===== src/rtl/arcade_input_pkg.sv =====
// Shared definitions for the arcade coin/start sequencer: FSM states,
// default phase lengths and the channel picker.
package arcade_input_pkg;

  typedef enum logic [2:0] {
    IDLE,
    COIN,
    GAP,
    START,
    RELEASE
  } seq_state_e;

  localparam int DEF_COIN_LEN  = 100;
  localparam int DEF_GAP_LEN   = 700;
  localparam int DEF_START_LEN = 800;

  // Lowest set index wins, so player 1 is always served before player 2.
  function automatic logic [1:0] lowest_set(input logic [3:0] req);
    logic [1:0] idx;
    idx = 2'd0;
    for (int i = 3; i >= 0; i--) begin
      if (req[i]) idx = 2'(i);
    end
    return idx;
  endfunction

endpackage


===== src/rtl/arcade_phase_timer.sv =====
// Tick-driven down counter shared by every timed phase of the sequencer.
module arcade_phase_timer #(
  parameter int CW = 12
) (
  input  logic          clk,
  input  logic          rst,
  input  logic          load,
  input  logic [CW-1:0] len,
  input  logic          tick,
  output logic          done
);

  logic [CW-1:0] count;

  always_ff @(posedge clk) begin
    if (rst) begin
      count <= '0;
    end else if (load) begin
      count <= len;
    end else if (tick && count != '0) begin
      count <= count - CW'(1);
    end
  end

  // The last tick of a phase is the one that sees the count at 1.
  assign done = tick && (count == CW'(1));

endmodule


===== src/rtl/arcade_start_seq.sv =====
// Arbitrated coin/start sequencer: queues button edges and plays them out
// as timed active-low coin and start pulses on the game input bus.
module arcade_start_seq
  import arcade_input_pkg::*;
#(
  parameter int NPLAYERS  = 2,
  parameter int AUTO_COIN = 1,
  parameter int CW        = 12,
  parameter int COIN_LEN  = DEF_COIN_LEN,
  parameter int GAP_LEN   = DEF_GAP_LEN,
  parameter int START_LEN = DEF_START_LEN
) (
  input  logic                clk,
  input  logic                rst,
  input  logic                tick,
  input  logic [NPLAYERS-1:0] start_req,
  input  logic                coin_req,
  output logic                coin_n,
  output logic [NPLAYERS-1:0] start_n,
  output logic                busy,
  output logic [NPLAYERS-1:0] pending
);

  localparam int SELW = (NPLAYERS > 1) ? $clog2(NPLAYERS) : 1;

  seq_state_e          state, state_next;
  logic [SELW-1:0]     sel, sel_next;
  logic                from_start, from_start_next;
  logic [NPLAYERS-1:0] start_q, start_edge, pend_clr, start_dec;
  logic                coin_q, coin_edge, coin_pend, coin_clr;
  logic [3:0]          pend4;
  logic                sel_held, enter, phase_done;
  logic [CW-1:0]       phase_len;

  assign start_edge = start_req & ~start_q;
  assign coin_edge  = coin_req & ~coin_q;
  assign busy       = (state != IDLE);

  always_comb begin
    pend4 = '0;
    pend4[NPLAYERS-1:0] = pending;
    sel_held = 1'b0;
    for (int i = 0; i < NPLAYERS; i++) begin
      if (sel == SELW'(i)) sel_held = start_req[i];
    end
  end

  always_comb begin
    state_next      = state;
    sel_next        = sel;
    from_start_next = from_start;
    case (state)
      IDLE: begin
        if (|pending) begin
          sel_next        = SELW'(lowest_set(pend4));
          from_start_next = 1'b1;
          state_next      = (AUTO_COIN != 0) ? COIN : START;
        end else if (coin_pend) begin
          from_start_next = 1'b0;
          state_next      = COIN;
        end
      end
      COIN:    if (phase_done) state_next = from_start ? GAP : IDLE;
      GAP:     if (phase_done) state_next = START;
      START:   if (phase_done) state_next = RELEASE;
      RELEASE: if (!sel_held)  state_next = IDLE;
      default: state_next = IDLE;
    endcase
  end

  // Queue bookkeeping: a start clears only when its pulse actually begins,
  // and an auto-coin pulse leaves a manually inserted coin untouched.
  always_comb begin
    enter     = (state_next != state);
    phase_len = '0;
    case (state_next)
      COIN:    phase_len = CW'(COIN_LEN);
      GAP:     phase_len = CW'(GAP_LEN);
      START:   phase_len = CW'(START_LEN);
      default: phase_len = '0;
    endcase
    coin_clr = enter && (state_next == COIN) && !from_start_next;
    for (int i = 0; i < NPLAYERS; i++) begin
      pend_clr[i]  = enter && (state_next == START) && (sel_next == SELW'(i));
      start_dec[i] = !((state == START) && (sel == SELW'(i)));
    end
  end

  arcade_phase_timer #(
    .CW(CW)
  ) u_timer (
    .clk (clk),
    .rst (rst),
    .load(enter),
    .len (phase_len),
    .tick(tick),
    .done(phase_done)
  );

  always_ff @(posedge clk) begin
    if (rst) begin
      state      <= IDLE;
      sel        <= '0;
      from_start <= 1'b0;
      start_q    <= '0;
      coin_q     <= 1'b0;
      pending    <= '0;
      coin_pend  <= 1'b0;
      coin_n     <= 1'b1;
      start_n    <= '1;
    end else begin
      state      <= state_next;
      sel        <= sel_next;
      from_start <= from_start_next;
      start_q    <= start_req;
      coin_q     <= coin_req;
      pending    <= (pending | start_edge) & ~pend_clr;
      coin_pend  <= (coin_pend | coin_edge) & ~coin_clr;
      coin_n     <= (state != COIN);
      start_n    <= start_dec;
    end
  end

endmodule

===== config.mk =====
export PLATFORM = sky130hd
export DESIGN_NAME = arcade_start_seq
export DESIGN_NICKNAME = d
export VERILOG_FILES = /design/src/rtl/arcade_input_pkg.sv /design/src/rtl/arcade_phase_timer.sv /design/src/rtl/arcade_start_seq.sv
export SDC_FILE = /design/constraint.sdc
export NUM_CORES = 1
export LEC_CHECK = 0
export CAP_MARGIN = 40
export CORE_MARGIN = 5
export CORE_UTILIZATION = 40
export CTS_CLUSTER_SIZE = 28
export DETAILED_ROUTE_END_ITERATION = 16
export DONT_BUFFER_PORTS = 1
export GPL_TIMING_DRIVEN = 0
export HOLD_SLACK_MARGIN = 0.12
export PLACE_DENSITY = 0.61
export SLEW_MARGIN = 0
export SYNTH_ARGS = -nofsm -noshare
export SYNTH_HDL_FRONTEND = slang
export SYNTH_SLANG_ARGS = --single-unit

===== constraint.sdc =====
create_clock -name clk -period 3.06 [get_ports clk]
set_clock_uncertainty 0.1 [all_clocks]
set_input_delay 0 -clock clk [delete_from_list [all_inputs] [get_ports clk]]
set_output_delay 0 -clock clk [all_outputs]
set_load 0.01 [all_outputs]

; ---- After elaboration in Yosys (flattened, before gate mapping)
; Index checks and enable logic that the tools add are counted.
; Widths: inputs -> output; s select.
[word_totals]
inputBits = 6
reg_bits = 26
output_inout_bits = 6
word_cells = 69
[classes]
bitwise_logic = 12
addsub = 1
eq_ne = 10
reduce_logical = 17
n_mux = 19
[ops]
columns = operator, n
row1 = $pmux 10 s3, 1
row2 = $mux 12, 2
row3 = $mux 3, 6
row4 = $pmux 3 s5, 1
row5 = $eq 12x1->1 const B, 1
row6 = $eq 3x2->1 const B, 4
row7 = $reduce_bool 12->1, 1
row8 = $sub 12x1->12 const B, 1
row9 = $logic_and 1x1->1, 9
row10 = $mux 1, 8
row11 = $eq 3x1->1 const B, 2
row12 = $and 2x2->2, 2
row13 = $not 1->1, 4
row14 = $not 2->2, 2
row15 = $eq 3x3->1 const B, 1
row16 = $logic_not 1->1, 3
row17 = $logic_not 3->1, 1
row18 = $ne 3x1->1 const B, 1
row19 = $ne 3x3->1, 1
row20 = $reduce_bool 3->1, 1
row21 = $and 1x1->1, 2
row22 = $mux 2, 1
row23 = $or 2x2->2, 1
row24 = $reduce_bool 2->1, 1
row25 = 2 further kinds, 2

; ---- Depth between registers and ports, before layout
[logic_depth]
word_depth = 9
depth_mapped = 9
ltp_nobuf = 7

; ---- Hierarchy
; Synthesis repeated with hierarchy kept, for this count alone.
[hier_totals]
cells_unflattened = 176
area_unflattened_um2 = 1531.5
[by_module_without_submodules]
columns = module, cells_per_inst, instances, area_each_um2, seq_area_each_um2
row1 = arcade_phase_timer, 98, 1, 838.3, 240.2
row2 = arcade_start_seq, 78, 1, 693.2, 280.3

; ---- Worst setup path before layout
; OpenSTA, ideal clock, no wires.
[synth_path]
kind = reg-to-reg
from = reg u_timer.count[1]
to = reg u_timer.count[6]
t_arrival_ns = 1.911
required_time_ns = 2.841
setup_time_ns = 0.119
synth_period_minus_slack_ns = 2.130
n_path_buf = 2
path_stages_with_launch = 10
slack_ns = 0.930
cell_sequence = dfxtp_1 inv_1 ha_1 and2_1 and4_1 buf_4 o311a_1 buf_2 o22a_1 o221a_2
[synth_via]
elab_chain_len = 7
elab_cells_between_ends = 17
cone_classes = 1 x add/sub / 5 x eq/ne / 7 x mux / 4 x reduce/logical
[synth_rtl]
columns = element, line_no
row1 = "start, declared", arcade_phase_timer.sv:13  ; logic [CW-1:0] count;
row2 = "start signal, assigned", arcade_phase_timer.sv:19  ; count <= len;
row3 = "start signal, assigned", arcade_phase_timer.sv:21  ; count <= count - CW'(1);
row4 = $eq 12x1->1, arcade_phase_timer.sv:26  ; assign done = tick && (count == CW'(1));
row5 = $logic_and 1x1->1, arcade_phase_timer.sv:26
row6 = "$mux 3, on equally long branches", "arcade_start_seq.sv:65, arcade_start_seq.sv:63, arcade_start_seq.sv:64"
row7 = $pmux 3 s5, arcade_start_seq.sv:52  ; case (state)
row8 = $eq 3x2->1 / $eq 3x1->1 (equally long branches), arcade_start_seq.sv:76  ; case (state_next)
row9 = $pmux 10 s3, arcade_start_seq.sv:76
row10 = $mux 12, arcade_phase_timer.sv:18  ; end else if (load) begin
; Parallel ways exist; a longest one is shown, timed or not. The select of a mux whose other input is x is not followed.
; A chain may end at the register's enable or synchronous reset.

; ---- Worst setup path after layout
[layout_path]
from = reg u_timer.count[0]
to = reg u_timer.count[2]
; The elaborated chain is that of the path after synthesis.

==> run_results.csv <==
group,metric,value,unit
layout,syn2layout_area_growth,12.7,%
yosys,ys_seq_elements,26,
worst_setup_path,r2r-start,"u_timer.count[0]",
power,ir_drop,0.571,mV
layout,antenna_cells,0,
worst_setup_path,r2r_slack,0.69,ns
cts,cts_sinks,26,
power,power.density,643,nW/um^2
timing,relSlewSlack,49.6,%
global_route,grt_max_degree,16,
cts,cts_tree,"built",
job,drv_cap,0,
timing,post-route-min-period,2.37,ns
worst_setup_path,critical_path_class,"reg -> reg",
layout,stdcell_area,1510,um^2
hold_path,worstHoldStart,"start_req[0]",
detailed_routing,wl_per_cell,14.0,um
placement,dp_hpwl,2120,um
power,p_int,646,uW
die,die_area,4610,um^2
layout,num-nets-final,175,
cts,cts_made_buffers,3,
power,p_leak,0.541,nW
yosys,synth_most_common_cell,"dfxtp_1",
die,ios,12,
power,total_power,972,uW
cts,root_buffer,"clkbuf_4",
placement,port_buffers,0,
detailed_routing,drcViolationCount,0,
cts,clk_path_buf_depth,2,
cts,postCtsSetupBuffers,0,
global_route,grt_overflow,0,
layout,n_fill_cell,333,
yosys,synth_flop_cell,"dfxtp_1",
die,dieWidth,67.9,um
power,clkPwrFrac,24.4,%
hold_path,holdPathStages,2,
timing,finalSetupViolations,0,
detailed_routing,drtAntennaViolNets,0,
global_route,antenna_found_initial,0,
yosys,yosysSeqAreaShare,38.8,%
placement,placed_area,1400,um^2
timing,drv_slew,0,
run_status,status,"finished, final reports clean",
cts,cts_resized,0,
timing,fmax,0.422,GHz
power,swShare,33.6,%
yosys,synth_nets,164,
die,rows,21,
global_route,grt_use_total,14.4,%
power,p_switching,326,uW
timing,finalSetupTns,0,ns
die,initial_core_util,40.8,%
worst_setup_path,r2r-end,"u_timer.count[2]",
timing,worst_slew_pin_slew,0.747,ns
worst_setup_path,start_kind,"flip-flop",
timing,timing.final.crit_share,77.5,%
timing,whs,0.225,ns
yosys,yosysTopAreaCell,"dfxtp_1",
placement,place.gp.congestion,0.849,
timing,final_hold_viol_count,0,
global_route,grt_pass1_wl,5140,um
detailed_routing,wl,2940,um
yosys,synth.avg_cell_area,8.65,um^2
yosys,syn_area,1340,um^2
power,seq_power_share,44.2,%
die,die_h,67.9,um
yosys,synthTopCellsByCount,"26 x dfxtp_1, 14 x nor2_1, 13 x inv_1, 10 x a21oi_1, 8 x a211oi_1",
yosys,synth_cell_type_count,46,
yosys,ys_async_sr_fraction,0,%
yosys,synth.top_cell.area_share,38.8,%
global_route,grt_pass1_vias,1147,
cts,insertion_delay,0.32,ns
worst_setup_path,reg2reg_depth,6,
cts,clkTransAtPathRegs,0.14,ns
hold_path,min_to,"start_q[0]",
detailed_routing,drtIter0Drc,76,
yosys,synth_warnings,0,
detailed_routing,vias,1181,
worst_setup_path,cp.required,3.20,ns
layout,drive_above_1_share,6.67,%
worst_setup_path,path_max_fanout,10,
detailed_routing,firstDrtPassIters,4,
detailed_routing,viasPerCell,5.60,
worst_setup_path,critPathArrivalTime,2.51,ns
hold_path,hold_class,"in -> reg",
cts,htreeDepth,1,
timing,rsz0062_at_grt,"no",
yosys,yosys-top-cells-area,"dfxtp_1 39%, a211oi_1 4.5%, nor2_1 3.9%, a21oi_1 3.7%, inv_1 3.6%",
worst_setup_path,worst_setup_path_end_kind,"flip-flop",
die,design.core.area,3280,um^2
yosys,synth-edff-count,0,
yosys,synthCells,155,
power,combPwrFrac,31.4,%
## layout by cell type, fill, tap and decap left out, drive strengths merged, types with 2 or more instances in the layout
cell	Yosys	final
a21oi	10	10
o22ai	3	3
clkbuf	5	8
ha	3	3
xnor2	2	2
nor2	14	14
nand4	3	3
a211oi	8	8
nand3	7	7
nor3	7	7
and2	2	2
dfxtp	26	26
dlygate4sd3	0	6
nor4	4	4
nor3b	3	3
nor2b	4	4
o22a	2	2
buf	2	2
inv	13	13
o221a	2	2
a31oi	3	3
xor2	3	3
and4	2	2
nand2	7	7
## registers in the layout, indices dropped and copies added (netlist names)
register / cells
start_q: 2
coin_n: 1
coin_q: 1
u_timer.count: 12
sel: 1
state: 3
from_start: 1
coin_pend: 1
start_n: 2
pending: 2
## kinds of logic (layout without fill, tap and decap cells)
family	after synthesis	after routing	synth area share, %
AOI/OAI and AO/OA	39	39	21.4
xor gates and xnor gates	5	5	3.27
adders and majority gates	3	3	2.80
buffers and inverters	20	30	5.97
DFF	26	26	38.8
muxes	2	2	1.59
and+or+nand+nor	60	60	26.2
## repair_timing
action                                 CTS  global route
endpoints found under the hold margin   26             0
setup endpoints to repair                0             0
hold buffers                             6             0
## layer usage
layer / track usage [%] / vias up / wire (um)
met2: 23.5 / 24 / 1390
met5: 0 / - / 0
li1: - / 589 / -
met3: 3.61 / 4 / 105
met4: 3.23 / 0 / 30
met1: 19.2 / 564 / 1410
## power groups by stage
stage / logic [mW] / registers (mW) / clock network (mW)
2_1_floorplan: 0.241 / 0.427 / 0
4_1_cts: 0.305 / 0.429 / 0.246
3_3_place_gp: 0.287 / 0.436 / 0
6_report: 0.305 / 0.430 / 0.238
5_1_grt: 0.342 / 0.438 / 0.261
3_5_place_dp: 0.294 / 0.437 / 0
## worst max-delay path, cell delays in order, from the launching register on
cell and delay, ns:
dfxtp_1 0.45, inv_1 0.09, ha_1 0.20, a41oi_1 0.58, clkbuf_1 0.44, o32ai_1 0.15, a211oi_1 0.27
## how the worst max path moves through the flow
stage | startpoint | endpoint | slack (ns)
floorplan | u_timer.count[1] | u_timer.count[6] | 0.93
CTS | u_timer.count[0] | u_timer.count[2] | 0.68
global placement | u_timer.count[0] | u_timer.count[11] | 0.75
finish | u_timer.count[0] | u_timer.count[2] | 0.69
detailed placement | state[0] | u_timer.count[6] | 0.72
global route | u_timer.count[0] | u_timer.count[2] | 0.49
## final cells by class
type | instances | area, um^2 | area share (%)
Timing Repair Buffer | 6 | 60.1 | 3.97
Clock inverter | 1 | 30.0 | 1.99
Sequential cell | 26 | 520 | 34.4
Inverter | 13 | 48.8 | 3.23
Buffer | 7 | 31.3 | 2.07
Tap cell | 46 | 57.6 | 3.81
Clock buffer | 3 | 22.5 | 1.49
Multi-Input combinational cell | 109 | 741 | 49.0
## per-stage QoR
stage               setup slack (ns)  util, %  instances
global route                   0.487     46.0        211
floorplan                      0.930        -        155
global placement               0.752     42.6        201
detailed placement             0.716     42.6        201
CTS                            0.682     46.0        211
finish                         0.689     46.0        211
(Power assumes the default switching activity.)
